<file path="config.mk">
export PLATFORM = sky130hd
export DESIGN_NAME = ddr_rd_arbiter_2to1
export DESIGN_NICKNAME = d
export VERILOG_FILES = /design/src/rtl/ddr_arb_pkg.sv /design/src/rtl/rd_beat_tracker.sv /design/src/rtl/ddr_rd_arbiter_2to1.sv
export SDC_FILE = /design/constraint.sdc
export NUM_CORES = 1
export LEC_CHECK = 0
export ABC_AREA = 1
export ABC_CLOCK_PERIOD_IN_PS = 7500
export BUFFER_PORTS_ARGS = -buffer_cell sky130_fd_sc_hd__clkbuf_2
export CELL_PAD_IN_SITES_DETAIL_PLACEMENT = 0
export CELL_PAD_IN_SITES_GLOBAL_PLACEMENT = 1
export CORE_ASPECT_RATIO = 0.9
export CORE_MARGIN = 5
export CORE_UTILIZATION = 33
export CTS_CLUSTER_DIAMETER = 150
export DETAILED_ROUTE_END_ITERATION = 10
export GPL_ROUTABILITY_DRIVEN = 0
export PLACE_DENSITY_LB_ADDON = 0.1
export SKIP_LAST_GASP = 1
export SLEW_MARGIN = 20
export SYNTH_ARGS = -nofsm -noshare
export SYNTH_HDL_FRONTEND = slang
export SYNTH_SLANG_ARGS = --single-unit
</file>
<file path="constraint.sdc">
create_clock -name clk -period 7.5 [get_ports clk]
set_input_delay 1.5 -clock clk [delete_from_list [all_inputs] [get_ports clk]]
set_output_delay 1.5 -clock clk [all_outputs]
set_load 0.1 [all_outputs]
</file>
<file path="src/rtl/ddr_arb_pkg.sv">
// Shared types and constants for the 2:1 DDR read-port arbiter.
// Holds the arbiter state enum, the AXI field widths, the AR payload
// struct and the default outstanding-beat budget.
package ddr_arb_pkg;

    localparam int unsigned ADDR_W = 32;
    localparam int unsigned ID_W   = 8;
    localparam int unsigned LEN_W  = 8;
    localparam int unsigned DATA_W = 64;
    localparam int unsigned RESP_W = 2;

    // ARID/RID bit that carries the requester index
    localparam int unsigned ID_OWNER_BIT = 7;

    localparam int unsigned DEF_MAX_OUTSTANDING = 64;
    localparam int unsigned DEF_CNT_W           = 13;

    typedef enum logic [0:0] {
        IDLE  = 1'b0,
        ISSUE = 1'b1
    } arb_state_t;

    typedef struct packed {
        logic [ADDR_W-1:0] addr;
        logic [ID_W-1:0]   id;
        logic [LEN_W-1:0]  len;
    } ar_req_t;

endpackage

</file>
<file path="src/rtl/rd_beat_tracker.sv">
// Outstanding read-beat counter for one requester.
// Ports:
//   clk, rst      clock, synchronous active-high reset
//   inc, inc_len  add inc_len+1 beats (an AR issue of that length)
//   dec           retire one beat
//   chk_len       arlen of the pending request for the budget check
//   eligible_c    cnt + chk_len + 1 <= MAX_OUTSTANDING
//   busy_c        cnt != 0
//   zero_c        cnt == 0
module rd_beat_tracker
    import ddr_arb_pkg::*;
#(
    parameter int unsigned MAX_OUTSTANDING = DEF_MAX_OUTSTANDING,
    parameter int unsigned CNT_W           = DEF_CNT_W
) (
    input  logic             clk,
    input  logic             rst,
    input  logic             inc,
    input  logic [LEN_W-1:0] inc_len,
    input  logic             dec,
    input  logic [LEN_W-1:0] chk_len,
    output logic             eligible_c,
    output logic             busy_c,
    output logic             zero_c
);

    localparam int unsigned SUM_W = CNT_W + 1;

    logic [CNT_W-1:0] cnt;
    logic [SUM_W-1:0] cnt_ext;
    logic [SUM_W-1:0] chk_sum;
    logic [SUM_W-1:0] inc_amt;
    logic [SUM_W-1:0] cnt_nxt;

    assign cnt_ext = {1'b0, cnt};

    // Budget check in one extra bit so the sum cannot wrap before the compare
    assign chk_sum    = cnt_ext + SUM_W'(chk_len) + SUM_W'(1);
    assign eligible_c = (chk_sum <= SUM_W'(MAX_OUTSTANDING));
    assign zero_c     = (cnt == '0);
    assign busy_c     = ~zero_c;

    // Issue and retire may coincide; net change is then +inc_len
    always_comb begin
        inc_amt = '0;
        if (inc) begin
            inc_amt = SUM_W'(inc_len) + SUM_W'(1);
        end
        cnt_nxt = cnt_ext + inc_amt - SUM_W'(dec);
    end

    always_ff @(posedge clk) begin
        if (rst) begin
            cnt <= '0;
        end else begin
            cnt <= cnt_nxt[CNT_W-1:0];
        end
    end

endmodule

</file>
<file path="src/rtl/ddr_rd_arbiter_2to1.sv">
// Shares one 64-bit AXI read port between two requesters.
// AR: round-robin between eligible requesters, requester index placed in
//     ARID[7], fields latched and held on m_ar* for one ISSUE phase.
// R:  steered combinationally by RID[7]; beats for a requester with no
//     outstanding beats are drained and flag err_orphan (sticky).
// Ports:
//   clk, rst                     clock, synchronous active-high reset
//   s0_ar*/s1_ar*                requester AR channels
//   s0_r*/s1_r*                  requester R channels
//   s0_busy/s1_busy              requester has outstanding beats
//   m_ar*, m_r*                  controller-side AR and R channels
//   err_orphan                   sticky unowned-beat flag
module ddr_rd_arbiter_2to1
    import ddr_arb_pkg::*;
#(
    parameter int unsigned MAX_OUTSTANDING = DEF_MAX_OUTSTANDING,
    parameter int unsigned CNT_W           = DEF_CNT_W
) (
    input  logic              clk,
    input  logic              rst,

    input  logic [ADDR_W-1:0] s0_araddr,
    input  logic [ID_W-1:0]   s0_arid,
    input  logic [LEN_W-1:0]  s0_arlen,
    input  logic              s0_arvalid,
    output logic              s0_arready,
    output logic [DATA_W-1:0] s0_rdata,
    output logic [ID_W-1:0]   s0_rid,
    output logic              s0_rlast,
    output logic [RESP_W-1:0] s0_rresp,
    output logic              s0_rvalid,
    input  logic              s0_rready,
    output logic              s0_busy,

    input  logic [ADDR_W-1:0] s1_araddr,
    input  logic [ID_W-1:0]   s1_arid,
    input  logic [LEN_W-1:0]  s1_arlen,
    input  logic              s1_arvalid,
    output logic              s1_arready,
    output logic [DATA_W-1:0] s1_rdata,
    output logic [ID_W-1:0]   s1_rid,
    output logic              s1_rlast,
    output logic [RESP_W-1:0] s1_rresp,
    output logic              s1_rvalid,
    input  logic              s1_rready,
    output logic              s1_busy,

    output logic [ADDR_W-1:0] m_araddr,
    output logic [ID_W-1:0]   m_arid,
    output logic [LEN_W-1:0]  m_arlen,
    output logic              m_arvalid,
    input  logic              m_arready,

    input  logic [DATA_W-1:0] m_rdata,
    input  logic [ID_W-1:0]   m_rid,
    input  logic              m_rlast,
    input  logic [RESP_W-1:0] m_rresp,
    input  logic              m_rvalid,
    output logic              m_rready,

    output logic              err_orphan
);

    arb_state_t state, state_nxt;
    logic       prio,  prio_nxt;
    logic       gnt,   gnt_nxt;
    ar_req_t    ar_q,  ar_nxt;
    logic       win;

    ar_req_t    s_req [2];
    logic [1:0] s_arvalid;
    logic [1:0] budget_ok_c;
    logic [1:0] elig_c;
    logic [1:0] busy_c;
    logic [1:0] zero_c;
    logic [1:0] inc_c;
    logic [1:0] dec_c;

    logic       ar_hs_c;
    logic       owner;
    logic       orphan_c;
    logic       beat_hs_c;

    assign s_req[0]  = '{addr: s0_araddr, id: s0_arid, len: s0_arlen};
    assign s_req[1]  = '{addr: s1_araddr, id: s1_arid, len: s1_arlen};
    assign s_arvalid = {s1_arvalid, s0_arvalid};
    assign elig_c    = s_arvalid & budget_ok_c;

    // Per-requester outstanding-beat budget
    for (genvar g = 0; g < 2; g++) begin : g_trk
        assign inc_c[g] = ar_hs_c   & (gnt   == 1'(g));
        assign dec_c[g] = beat_hs_c & (owner == 1'(g));

        rd_beat_tracker #(
            .MAX_OUTSTANDING (MAX_OUTSTANDING),
            .CNT_W           (CNT_W)
        ) u_trk (
            .clk        (clk),
            .rst        (rst),
            .inc        (inc_c[g]),
            .inc_len    (ar_q.len),
            .dec        (dec_c[g]),
            .chk_len    (s_req[g].len),
            .eligible_c (budget_ok_c[g]),
            .busy_c     (busy_c[g]),
            .zero_c     (zero_c[g])
        );
    end

    // AR arbitration: next state and latched request
    always_comb begin
        state_nxt = state;
        prio_nxt  = prio;
        gnt_nxt   = gnt;
        ar_nxt    = ar_q;
        win       = 1'b0;
        case (state)
            IDLE: begin
                if (elig_c != 2'b00) begin
                    win       = (elig_c == 2'b11) ? prio : elig_c[1];
                    gnt_nxt   = win;
                    ar_nxt    = s_req[win];
                    ar_nxt.id[ID_OWNER_BIT] = win;
                    state_nxt = ISSUE;
                end
            end
            ISSUE: begin
                if (m_arready) begin
                    prio_nxt  = ~gnt;
                    state_nxt = IDLE;
                end
            end
            default: state_nxt = IDLE;
        endcase
    end

    always_ff @(posedge clk) begin
        if (rst) begin
            state      <= IDLE;
            prio       <= 1'b0;
            gnt        <= 1'b0;
            ar_q       <= '0;
            m_arvalid  <= 1'b0;
            err_orphan <= 1'b0;
        end else begin
            state      <= state_nxt;
            prio       <= prio_nxt;
            gnt        <= gnt_nxt;
            ar_q       <= ar_nxt;
            m_arvalid  <= (state_nxt == ISSUE);
            if (orphan_c) begin
                err_orphan <= 1'b1;
            end
        end
    end

    assign m_araddr = ar_q.addr;
    assign m_arid   = ar_q.id;
    assign m_arlen  = ar_q.len;

    assign ar_hs_c    = (state == ISSUE) & m_arready;
    assign s0_arready = ar_hs_c & ~gnt;
    assign s1_arready = ar_hs_c &  gnt;

    // R steering; an unowned beat is accepted here and never forwarded
    assign owner     = m_rid[ID_OWNER_BIT];
    assign orphan_c  = m_rvalid & zero_c[owner];
    assign m_rready  = orphan_c | (owner ? s1_rready : s0_rready);
    assign beat_hs_c = m_rvalid & m_rready & ~orphan_c;

    assign s0_rvalid = m_rvalid & ~orphan_c & ~owner;
    assign s1_rvalid = m_rvalid & ~orphan_c &  owner;

    assign s0_rid   = {1'b0, m_rid[ID_OWNER_BIT-1:0]};
    assign s1_rid   = {1'b0, m_rid[ID_OWNER_BIT-1:0]};
    assign s0_rdata = m_rdata;
    assign s1_rdata = m_rdata;
    assign s0_rlast = m_rlast;
    assign s1_rlast = m_rlast;
    assign s0_rresp = m_rresp;
    assign s1_rresp = m_rresp;

    assign s0_busy = busy_c[0];
    assign s1_busy = busy_c[1];

endmodule

</file>
==> summary.txt <==
Run status
  • Run status: finished clean

Clocking
  • TritonCTS buffer count: 9
  • Reg clk slew, reported paths: about 70 ps
  • Clock sink total: between 70 and 80
  • Quantity of gates resized following cts: 0
  • CTS tree: yes
  • H-tree Lvls: 3
  • Postcts setup bufs: 0
  • Clk_lat worst skew: between 300 and 400 ps
  • Root buffer cell: clkbuf_16
  • Count of hold-fix buffers inserted at cts: 0
  • Max clock buf depth: 2

Routing
  • Routed length per placed instance: 14.6 um
  • Antenna viol nets, final: 0
  • WL final: 23,000 um
  • DR vias: about 6,800
  • Drt via density: 4.32
  • TritonRoute pass-1 iters: 4
  • Initial DRC Count: 299
  • Residual DRC count: 0

Floorplan
  • Die Footprint: around 26,000 um^2
  • Cell Rows: between 50 and 60
  • IO Pins: between 300 and 400
  • Core area: 22,600 um^2
  • Die height: between 150 and 200 um
  • Starting Density: 0.337
  • Die X: ~170 um

Timing
  • Clk_skew: between 9 and 10 ps
  • Worst setup margin: around 3000 ps
  • Max-slew violation count: 0
  • Setup TNS: 0 ps
  • Post-route minimum period: roughly 4400 ps
  • Slew @ Worst Pin: 1040 ps
  • Highest clock rate: 0.226 GHz
  • Unrepaired setup endpoints after global routing: no
  • Final Cycle Share: 0.590
  • Slew margin rel.: 0.303
  • Endpoints failing hold: 0
  • Final setup viols: 0

Worst setup path
  • CP endpoint kind: output port
  • CP startpoint: m_arready
  • CP Class: in -> out
  • CP required: ~6000 ps
  • Worst Path Max Fanout: 10
  • Worst R2R Start: g_trk[1].u_trk.cnt[10]
  • Startpoint types: input pin
  • WP data arrival: 2920 ps

Global route
  • Layer with the highest usage: met2
  • Largest net degree at the start of global routing: 96
  • Global routing usage on met2: 0.287
  • Antenna violations before repair: 0
  • Total Routing Usage GR: 0.170
  • Number of global-route vias before repair: ~6,400
  • Global-route wire length before repair: 35,300 um
  • Gr ovfl total: 0
  • Global-route met3 utilization: 0.0380
  • Grt met1 use: 0.223

Place
  • Inst Count DP: approximately 1,600
  • Place WS: about 2700 ps
  • I/O Buffers: between 150 and 200
  • Dpl hpwl: 18,700 um

Finish
  • Most common cell after layout, fill and taps aside: nand2_1
  • Non-filler cells, final: between 1,500 and 2,000
  • Layout cell share with drive strength beyond 1: 0.148
  • Antenna cell count: 0
  • Final nets: roughly 1,500
  • P&R area growth vs syn: 2.31%
  • Commonest non-fill, non-tap cells in the layout: nand2_1 (340), inv_1 (237), nor2_1 (182), clkbuf_2 (159), dfxtp_1 (77)

Power
  • Maximum vdd ir drop: about 180 uV
  • Pwr/cell area: about 400 nW/um^2
  • P_leak: 4.70 nW

Hold path
  • Min-delay worst type: reg -> reg
  • Hold path startpoint: err_orphan

Yosys
  • Warnings, synthesis: 0
  • Number of library cell types mapped by synthesis: 32
  • Avg Cell Area, Syn: 5.99 um^2
  • Synth Instances: 1,275
  • Sequential share of the synthesized area: 0.202
  • Flops & latches, synth: just under 80
  • Mapped Area: approximately 7600 um^2

Job
  • Max-cap violations: 0
-- power breakdown --
part / total (mW) / switching, mW / internal (mW)
combinational: 2.04 / 1.49 / 0.551
clock: 0.445 / 0.212 / 0.233
sequential: 0.658 / 0.115 / 0.543
-- Yosys cell counts, drive strengths merged --
master   count  share of area
a21boi       1        0.00098
xor2         6         0.0069
nor4         4         0.0033
nand4       11         0.0090
o21ai       34          0.022
fa           2         0.0052
and3         2         0.0016
o21bai       5         0.0049
nand3       42          0.028
conb         1        0.00049
o2111ai      1         0.0011
a21oi       57          0.039
inv        238           0.12
dfxtp       77           0.20
nand3b       4         0.0039
nor2       183          0.090
buf        171           0.17
a211oi       2         0.0020
nand2      346           0.17
o211ai       1        0.00098
ha          67           0.11
o21a         2         0.0020
a31oi        1        0.00082
nor3         7         0.0046
clkinv       1        0.00049
clkbuf       9         0.0044
-- through the flow --
step / hold slack, ps / area (um^2) / power (mW) / util
floorplan: 444 / 7640 / 2.67 / -
global placement: 442 / 7520 / 2.73 / 0.332
detailed placement: 444 / 7520 / 2.72 / 0.332
CTS: 456 / 7810 / 3.20 / 0.345
global route: 484 / 7810 / 3.47 / 0.345
finish: 456 / 7810 / 3.14 / 0.345
-- final cells by class --
type	count	area [um^2]
Multi-Input combinational cell	780	3900
Timing Repair Buffer	161	811
Fill cell	2621	14800
Clock inverter	7	63.8
Sequential cell	77	1540
Tap cell	297	372
Inverter	239	897
Clock buffer	9	225
-- per-layer routing --
| metal | routed length [um] | part of all wire |
|---|---|---|
| met5 | 0 | 0 |
| met4 | 177 | 0.0077 |
| met3 | 1430 | 0.062 |
| met2 | 10700 | 0.47 |
| met1 | 10600 | 0.46 |
-- cell families after synthesis --
family | after synthesis | share of synthesized area
AO/OA/AOI/OAI | 104 | 0.0739
flip-flops | 77 | 0.202
buffers and inverters | 419 | 0.290
XOR/XNOR | 6 | 0.00688
other | 1 | 0.000491
AND/OR/NAND/NOR | 599 | 0.312
adder cells (fa/ha/maj) | 69 | 0.115
-- critical path, cell delays in order --
cell and delay (ps):
clkbuf_2 70, nand2_1 130, nor2_1 610, clkbuf_2 600
-- state kept, by name, summed over array words and instances (netlist names) --
register	count
m_araddr	32
g_trk.u_trk.cnt	26
m_arlen	8
m_arid	7
err_orphan	1
gnt	1
prio	1
state	1
-- worst paths after layout --
check	end	slack, ps	cells after the start
min reg2reg	err_orphan	460	2
max reg2reg	g_trk[0].u_trk.cnt[10]	3290	26
max	s1_arready	3080	4
min	err_orphan	460	2
Power figures use the tool's default switching activity.
